### config.mk
export PLATFORM = sky130hd
export DESIGN_NAME = submdl_cmd_sequencer
export DESIGN_NICKNAME = d
export VERILOG_FILES = /design/src/rtl/submdl_cmd_sequencer.sv
export SDC_FILE = /design/constraint.sdc
export NUM_CORES = 1
export LEC_CHECK = 0
export CORE_MARGIN = 3
export CORE_UTILIZATION = 59
export CTS_BUF_LIST = sky130_fd_sc_hd__clkbuf_8
export DETAILED_ROUTE_END_ITERATION = 8
export PLACE_DENSITY = 0.95
export SYNTH_ARGS = -nofsm -noshare
export SYNTH_HDL_FRONTEND = slang
export SYNTH_SLANG_ARGS = --single-unit
### constraint.sdc
create_clock -name i_EMUCLK -period 3.5 [get_ports i_EMUCLK]
set_input_delay 0.7 -clock i_EMUCLK [delete_from_list [all_inputs] [get_ports i_EMUCLK]]
set_output_delay 0.7 -clock i_EMUCLK [all_outputs]
set_load 0.03 [all_outputs]
### src/rtl/submdl_cmd_sequencer.sv
// Bubble page command sequencer: accepts host RD/WR requests, seeks, streams one page, checks and reports.
// Optional SEEK watchdog enabled by defining SEQ_TIMEOUT_EN (default build waits for i_POS_MATCH indefinitely).
module submdl_cmd_sequencer #(
`ifdef SEQ_TIMEOUT_EN
    parameter int unsigned SEEK_TMO = 1023,
`endif
    parameter int unsigned PAGE_LEN = 576
) (
    input  logic       i_EMUCLK,
    input  logic       i_RST,
    input  logic       i_CEN,
    input  logic       i_RDREQ,
    input  logic       i_WRREQ,
    input  logic       i_POS_MATCH,
    input  logic       i_BIT_STB,
    input  logic       i_CRC_OK,
    input  logic       i_ERR,
    input  logic       i_ERR_CLR,
    output logic [2:0] o_FSMSTAT,
    output logic       o_RDEN,
    output logic       o_WREN,
    output logic       o_BUSY,
    output logic       o_DONE,
    output logic       o_ERR_FLAG
);

    localparam int unsigned CNT_W = $clog2(PAGE_LEN + 1);
`ifdef SEQ_TIMEOUT_EN
    localparam int unsigned TMO_W = $clog2(SEEK_TMO + 1);
`endif

    typedef enum logic [2:0] {
        S_IDLE    = 3'b000,
        S_SEEK    = 3'b001,
        S_RD_XFER = 3'b010,
        S_WR_XFER = 3'b011,
        S_CHECK   = 3'b100,
        S_DONE    = 3'b101,
        S_ERROR   = 3'b111
    } state_t;

    state_t           r_state, w_state_nxt;
    logic [CNT_W-1:0] r_bit_cnt, w_bit_cnt_nxt;
    logic             r_rd_pend, w_rd_pend_nxt;
    logic             r_wr_pend, w_wr_pend_nxt;
    logic             r_tag_wr, w_tag_wr_nxt;
    logic             r_err_flag, w_err_flag_nxt;
    logic             r_rden, r_wren, r_busy, r_done;
`ifdef SEQ_TIMEOUT_EN
    logic [TMO_W-1:0] r_seek_cnt, w_seek_cnt_nxt;
`endif

    // Next-state, counters, request latches and sticky error flag
    always_comb begin
        w_state_nxt    = r_state;
        w_bit_cnt_nxt  = r_bit_cnt;
        w_tag_wr_nxt   = r_tag_wr;
        w_rd_pend_nxt  = r_rd_pend | i_RDREQ;
        w_wr_pend_nxt  = r_wr_pend | i_WRREQ;
        w_err_flag_nxt = i_ERR_CLR ? 1'b0 : r_err_flag;
`ifdef SEQ_TIMEOUT_EN
        w_seek_cnt_nxt = r_seek_cnt;
`endif

        case (r_state)
            S_IDLE: begin
                w_bit_cnt_nxt = '0;
`ifdef SEQ_TIMEOUT_EN
                w_seek_cnt_nxt = '0;
`endif
                if (i_ERR) begin
                    w_err_flag_nxt = 1'b1;
                end else if (!r_err_flag) begin
                    // A pulse arriving on the acceptance edge re-arms the latch
                    if (r_rd_pend) begin
                        w_state_nxt   = S_SEEK;
                        w_tag_wr_nxt  = 1'b0;
                        w_rd_pend_nxt = i_RDREQ;
                    end else if (r_wr_pend) begin
                        w_state_nxt   = S_SEEK;
                        w_tag_wr_nxt  = 1'b1;
                        w_wr_pend_nxt = i_WRREQ;
                    end
                end
            end
            S_SEEK: begin
                w_bit_cnt_nxt = '0;
                if (i_POS_MATCH) begin
                    w_state_nxt = r_tag_wr ? S_WR_XFER : S_RD_XFER;
`ifdef SEQ_TIMEOUT_EN
                end else if (r_seek_cnt == TMO_W'(SEEK_TMO - 1)) begin
                    w_state_nxt    = S_ERROR;
                    w_err_flag_nxt = 1'b1;
                end else begin
                    w_seek_cnt_nxt = r_seek_cnt + TMO_W'(1);
`endif
                end
            end
            S_RD_XFER, S_WR_XFER: begin
                if (i_BIT_STB) begin
                    w_bit_cnt_nxt = r_bit_cnt + CNT_W'(1);
                    if (r_bit_cnt == CNT_W'(PAGE_LEN - 1)) begin
                        w_state_nxt = S_CHECK;
                    end
                end
            end
            S_CHECK: begin
                if (!r_tag_wr && !i_CRC_OK) begin
                    w_state_nxt    = S_ERROR;
                    w_err_flag_nxt = 1'b1;
                end else begin
                    w_state_nxt = S_DONE;
                end
            end
            S_DONE: begin
                w_state_nxt = S_IDLE;
            end
            S_ERROR: begin
                if (i_ERR_CLR) begin
                    w_state_nxt = S_IDLE;
                end
            end
            default: begin
                w_state_nxt = S_IDLE;
            end
        endcase

        // Datapath fault overrides every transition; inside ERROR the clear still wins
        if (i_ERR && (r_state != S_IDLE) && (r_state != S_ERROR)) begin
            w_state_nxt    = S_ERROR;
            w_err_flag_nxt = 1'b1;
        end
    end

    // State, counters and registered outputs; frozen while i_CEN=0
    always_ff @(posedge i_EMUCLK or posedge i_RST) begin
        if (i_RST) begin
            r_state    <= S_IDLE;
            r_bit_cnt  <= '0;
            r_rd_pend  <= 1'b0;
            r_wr_pend  <= 1'b0;
            r_tag_wr   <= 1'b0;
            r_err_flag <= 1'b0;
            r_rden     <= 1'b0;
            r_wren     <= 1'b0;
            r_busy     <= 1'b0;
            r_done     <= 1'b0;
`ifdef SEQ_TIMEOUT_EN
            r_seek_cnt <= '0;
`endif
        end else if (i_CEN) begin
            r_state    <= w_state_nxt;
            r_bit_cnt  <= w_bit_cnt_nxt;
            r_rd_pend  <= w_rd_pend_nxt;
            r_wr_pend  <= w_wr_pend_nxt;
            r_tag_wr   <= w_tag_wr_nxt;
            r_err_flag <= w_err_flag_nxt;
            r_rden     <= (w_state_nxt == S_RD_XFER);
            r_wren     <= (w_state_nxt == S_WR_XFER);
            r_busy     <= (w_state_nxt != S_IDLE);
            r_done     <= (w_state_nxt == S_DONE);
`ifdef SEQ_TIMEOUT_EN
            r_seek_cnt <= w_seek_cnt_nxt;
`endif
        end
    end

    assign o_FSMSTAT  = r_state;
    assign o_RDEN     = r_rden;
    assign o_WREN     = r_wren;
    assign o_BUSY     = r_busy;
    assign o_DONE     = r_done;
    assign o_ERR_FLAG = r_err_flag;

endmodule
==> impl_metrics.py, run 1 <==
metrics = {
    "outcome": {
        "outcome": "complete, no violations",
    },
    "floorplanning": {
        "start_util": 0.6612,
        "dieArea_um2": 2618,
        "die_width_um": 51.17,
        "rows": 15,
        "core_area_um2": 1821,
        "die_h_um": 51.17,
        "ioPinCount": 18,
    },
    "timing": {
        "drv_slew": 0,
        "relSlewSlack": 0.4815,
        "period_needed_ns": 2.464,
        "period_share": 0.7041,
        "fmax_ghz": 0.4058,
        "tightest_slew_ns": 0.7770,
        "setup_tns_ns": 0,
        "finalHoldViolCount": 0,
        "finClkSkew_ns": 0.001824,
        "setup_violations": 0,
        "rsz0062_at_grt": "no",
        "setup_ws_ns": 1.036,
    },
    "grt": {
        "antenna_found_initial": 0,
        "grt_pass1_wl_um": 4733,
        "grt_usage": 0.2470,
        "grt_start_max_net_pins": 22,
        "grt_overflow": 0,
        "grt_pass1_vias": 1048,
    },
    "placed_design": {
        "place_congestion": 0.8849,
        "dp.cells": 169,
        "place_ws_ns": 0.8311,
        "dpl.hpwl_um": 2014,
        "port_buffers": 17,
    },
    "hold_path": {
        "hp-class": "reg2reg",
        "holdPathStages": 2,
        "min-delay-start": "o_DONE",
    },
    "route": {
        "drc": 0,
        "vias": 1155,
        "firstDrtPassIters": 4,
        "drtIter0Drc": 55,
        "antenna_left": 0,
        "drt_wl_total_um": 2808,
        "post_drt_wl_per_cell_um": 16.23,
        "viasPerCell": 6.676,
    },
    "job": {
        "max-cap-violations": 0,
    },
    "setup_path": {
        "critPathTopFamily": "simple AND/OR/NAND/NOR gates",
        "cp_num_buf_inv": 1,
        "cp_num_cells": 5,
        "crit_required_ns": 3.62,
        "slowest_delay_ns": 0.70,
        "crit_path_end_kind": "flip-flop",
        "startpoint_type": "input pin",
        "r2r_start": "r_bit_cnt[0]",
        "slowest_stage": "clkdlybuf4s50_1",
        "rrSetupSlack_ns": 1.49,
        "arrival_ns": 2.58,
        "crit_type": "in2reg",
        "ff2ff_path_depth": 5,
        "cp-startpoint": "i_CEN",
        "cp_cell_sequence": "clkdlybuf4s50_1, nand2b_1, nor4_1, a31o_2, a21oi_1",
        "critPathMaxFanout": 12,
    },
    "logic_synthesis": {
        "yosysTopAreaCell": "dfrtp_1",
        "async_flop_share": 1.000,
        "synth_top_flop_cell": "dfrtp_1",
        "synth_edf_count": 0,
        "postSynthCellCount": 133,
        "netlist_area_um2": 1204,
        "synth_commonest_cells": "21 x dfrtp_1, 11 x a21oi_1, 11 x nor2_1, 11 x o21ai_0, 9 x nand2_1",
        "seq_area_frac_synth": 0.4366,
        "yosysTopAreaCellShare": 0.4366,
        "netlist_top_cells_area": "dfrtp_1 44%, a21oi_1 4.6%, o21ai_0 4.6%, nor2_1 3.4%, nand2_1 2.8%",
        "syn_area_per_cell_um2": 9.050,
        "ys_types": 45,
        "synth_fp_nets": 144,
        "post-synth-top-count-cell": "dfrtp_1",
        "synth-seq-cells": 21,
        "ys_warn_count": 0,
    },
    "final_layout": {
        "stdcell_count": 173,
        "drive_above_1_share": 0.09459,
        "register_area_um2": 525.5,
        "multiInputGateArea_um2": 628.1,
        "diodes": 0,
        "n_fill_cell": 123,
        "areaGrowthSynthToFinish_pct": 18.61,
        "utilization": 0.7842,
        "nets": 160,
    },
    "clock_tree": {
        "holdBufCountCts": 0,
        "clk_latency_ns": 0.26,
        "clock_path_buffers": 2,
        "numClockSinks": 21,
        "cts-root-buf": "clkbuf_8",
        "cts_setup_buffers": 0,
        "cts.clk_slew.worst_paths_ns": 0.08,
        "htreeDepth": 1,
        "cts_tree": "yes",
        "cts_buffers": 3,
        "cts-resized-gates": 0,
    },
    "pwr": {
        "power_per_cell_area_nw_per_um2": 759.8,
        "ir_drop_v": 0.0005255,
        "p_leak_nw": 0.5745,
    },
}
per-layer routing:
layer | track usage | vias up | wire length, um
met5 | 0 | - | 0
met3 | 0.03207 | 13 | 206
met1 | 0.2968 | 555 | 1118
met2 | 0.4270 | 66 | 1363
met4 | 0.1300 | 0 | 120
li1 | - | 521 | -
path summary, 6_finish.rpt:
kind / to
max: r_bit_cnt[9]
max reg2reg: o_RDEN
max in group asynchronous: o_FSMSTAT[0]
min: o_DONE
min reg2reg: o_DONE
min in group asynchronous: r_bit_cnt[2]
state kept, by name, indices dropped and copies added (netlist names):
signal	count
o_WREN	1
r_rd_pend	1
r_tag_wr	1
o_RDEN	1
r_wr_pend	1
o_ERR_FLAG	1
o_DONE	1
r_bit_cnt	10
o_FSMSTAT	3
o_BUSY	1
cells in the final DEF, fill, tap and decap left out, types with 2 or more instances in the layout:
cell,n
dfrtp_1,21
clkdlybuf4s50_1,17
nor2_1,11
o21ai_0,11
a21oi_1,11
nand2_1,9
inv_1,7
nor2b_1,5
nand3_1,5
nand4_1,3
xnor2_1,3
clkbuf_8,3
and3_1,2
nand2b_1,2
nor4_1,2
or2_2,2
or3_1,2
nor3_1,2
a221o_1,2
a221oi_1,2
a32o_1,2
worst min-delay path, stage by stage (launching register included):
cell and delay, ns:
dfrtp_1 0.35, nand2_1 0.07, o41ai_2 0.05
logic make-up (layout without fill, tap and decap cells):
| kind of cell | after synthesis | after routing | share of synthesized area |
|---|---|---|---|
| xor gates and xnor gates | 4 | 4 | 0.02911 |
| and+or+nand+nor | 56 | 56 | 0.2692 |
| adders and majority gates | 1 | 1 | 0.01039 |
| DFF | 21 | 21 | 0.4366 |
| buffers and inverters | 13 | 28 | 0.04157 |
| AOI/OAI and AO/OA | 38 | 38 | 0.2131 |
where the power goes:
group | total (mW) | leakage (nW) | internal [mW] | switching [mW]
clock network | 0.159 | 0.0255 | 0.0793 | 0.0794
registers | 0.434 | 0.263 | 0.315 | 0.119
logic | 0.492 | 0.286 | 0.218 | 0.275
per-stage QoR:
stage / cell area (um^2) / total power [mW] / hold slack (ns)
final: 1428 / 1.085 / 0.4952
after detailed placement: 1381 / 0.9175 / 0.4766
after CTS: 1428 / 1.080 / 0.4980
after global placement: 1381 / 0.8946 / 0.4717
after global routing: 1428 / 1.155 / 0.5165
after floorplan: 1204 / 0.7548 / 0.4583
cell type report:
class                           count  area share
Timing Repair Buffer               17      0.1192
Multi-Input combinational cell     99      0.4400
Clock inverter                      1    0.003506
Clock buffer                        3     0.02892
Inverter                            7     0.01840
Tap cell                           25     0.02191
Sequential cell                    21      0.3681
(Power assumes the default switching activity.)
==> inputs of run 2 (changes only) <==
- CORE_UTILIZATION: 59 -> 55
- PLACE_DENSITY: 0.95 -> 0.92
- clock period: 3.5 -> 2.33 ns (I/O delays scaled with it)
==> run 2 against run 1 <==
Compared with the run above:
- global-route usage is 0.44 points lower
- power grew 52%
- non-clock buffer count up 4
- clock skew increased by 0.0054 ns
- critical endpoint is now o_FSMSTAT[1]
- largest power group unchanged
- cell count rose by 3.5%
- highest routed layer unchanged
- sequential cell count unchanged
- critical path depth is 4 lower
- die area up 6.4%
- clock power grew 60%
- first-iteration DRC count fell by 75%
- utilization fell by 6.1 points
- clock-buffer cell count did not move
==> impl_metrics.py, run 2 (synthesis results as in run 1) <==
metrics = {
    "clock_tree": {
        "clock_path_buffers": 2,
        "clk_latency_ns": 0.27,
        "htreeDepth": 1,
        "cts_buffers": 3,
        "holdBufCountCts": 0,
        "numClockSinks": 21,
        "cts_setup_buffers": 0,
        "cts-resized-gates": 0,
        "cts_tree": "yes",
        "cts-root-buf": "clkbuf_8",
        "cts.clk_slew.worst_paths_ns": 0.09,
    },
    "timing": {
        "period_needed_ns": 2.240,
        "finalHoldViolCount": 0,
        "tightest_slew_ns": 0.6006,
        "setup_tns_ns": 0,
        "fmax_ghz": 0.4464,
        "hold_ws_ns": 0.4952,
        "period_share": 0.9615,
        "drv_slew": 0,
        "finClkSkew_ns": 0.007229,
        "relSlewSlack": 0.5959,
        "setup_violations": 0,
        "rsz0062_at_grt": "no",
    },
    "final_layout": {
        "final_cell_mix": "21 x dfrtp_1, 17 x clkdlybuf4s50_1, 11 x nor2_1, 11 x o21ai_0, 11 x a21oi_1",
        "largest_reg_flops": 10,
        "largest_register": "r_bit_cnt",
        "areaGrowthSynthToFinish_pct": 21.52,
        "register_area_um2": 525.5,
        "n_fill_cell": 164,
        "multiInputGateArea_um2": 628.1,
        "drive_above_1_share": 0.1184,
        "stdcell_count": 179,
        "diodes": 0,
        "nets": 164,
        "final_common_cell": "dfrtp_1",
    },
    "route": {
        "vias": 1109,
        "drtIter0Drc": 14,
        "drt_wl_total_um": 2846,
        "viasPerCell": 6.196,
        "post_drt_wl_per_cell_um": 15.90,
        "drc": 0,
        "antenna_left": 0,
        "firstDrtPassIters": 4,
    },
    "grt": {
        "grt_pass1_vias": 1090,
        "grt_start_max_net_pins": 22,
        "grt_overflow": 0,
        "grt_pass1_wl_um": 4878,
        "antenna_found_initial": 0,
        "grt_usage": 0.2427,
    },
    "placed_design": {
        "place_congestion": 0.8800,
        "port_buffers": 17,
        "dp.cells": 175,
        "dpl.hpwl_um": 2027,
    },
    "floorplanning": {
        "ioPinCount": 18,
        "rows": 16,
        "start_util": 0.5953,
        "die_h_um": 52.78,
        "core_area_um2": 2022,
        "die_width_um": 52.78,
        "dieArea_um2": 2786,
    },
    "pwr": {
        "p_leak_nw": 0.5899,
        "p_total_mw": 1.646,
        "ir_drop_v": 0.0009493,
        "power_per_cell_area_nw_per_um2": 1125,
    },
    "setup_path": {
        "cp_num_buf_inv": 1,
        "slowest_delay_ns": 0.78,
        "crit_type": "reg2out",
        "cp_cell_sequence": "clkdlybuf4s50_1",
        "arrival_ns": 1.77,
        "slowest_stage": "clkdlybuf4s50_1",
        "crit_required_ns": 1.86,
        "crit_path_end_kind": "output pin",
        "critPathMaxFanout": 21,
        "critPathTopFamily": "buffers and inverters",
        "startpoint_type": "flip-flop",
    },
    "hold_path": {
        "hp-class": "reg2reg",
    },
    "outcome": {
        "outcome": "complete, no violations",
    },
    "job": {
        "max-cap-violations": 0,
    },
}
## run 2: cell type report
type | count | area share
multi-input combinational | 99 | 0.4294
sequential | 21 | 0.3593
timing repair buffer | 21 | 0.1369
clock buffer | 3 | 0.02823
tap | 27 | 0.02310
inverter | 7 | 0.01796
clock inverter | 1 | 0.005133
## run 2: final timing paths
| kind | startpoint | slack (ns) | end | cells after the start |
|---|---|---|---|---|
| max | o_FSMSTAT[1] | 0.09 | o_FSMSTAT[1] | 1 |
| min | o_DONE | 0.50 | o_DONE | 2 |
| max reg2reg | o_FSMSTAT[1] | 0.31 | o_DONE | 4 |
| min reg2reg | o_DONE | 0.50 | o_DONE | 2 |
| max in group asynchronous | i_RST | 1.59 | r_bit_cnt[7] | 3 |
| min in group asynchronous | i_RST | 0.52 | r_tag_wr | 3 |
## run 2: stage by stage
step           worst slack [ns]  utilization  area [um^2]
2_1_floorplan            0.5183            -         1204
3_3_place_gp            0.01915       0.6993         1414
3_5_place_dp           -0.01768       0.6993         1414
4_1_cts                  0.1002       0.7234         1463
5_1_grt                0.003890       0.7234         1463
6_report                0.08967       0.7234         1463
## run 2: routing by layer
metal	routed length (um)	global-route usage
met1	1177	0.2783
met2	1490	0.4132
met3	121	0.05983
met4	57	0.1234
met5	0	0
## run 2: where the power goes
group / internal [mW] / leakage, nW / switching [mW]
combinational: 0.331 / 0.305 / 0.409
sequential: 0.473 / 0.263 / 0.178
clock: 0.121 / 0.0217 / 0.133
total: 0.925 / 0.590 / 0.720
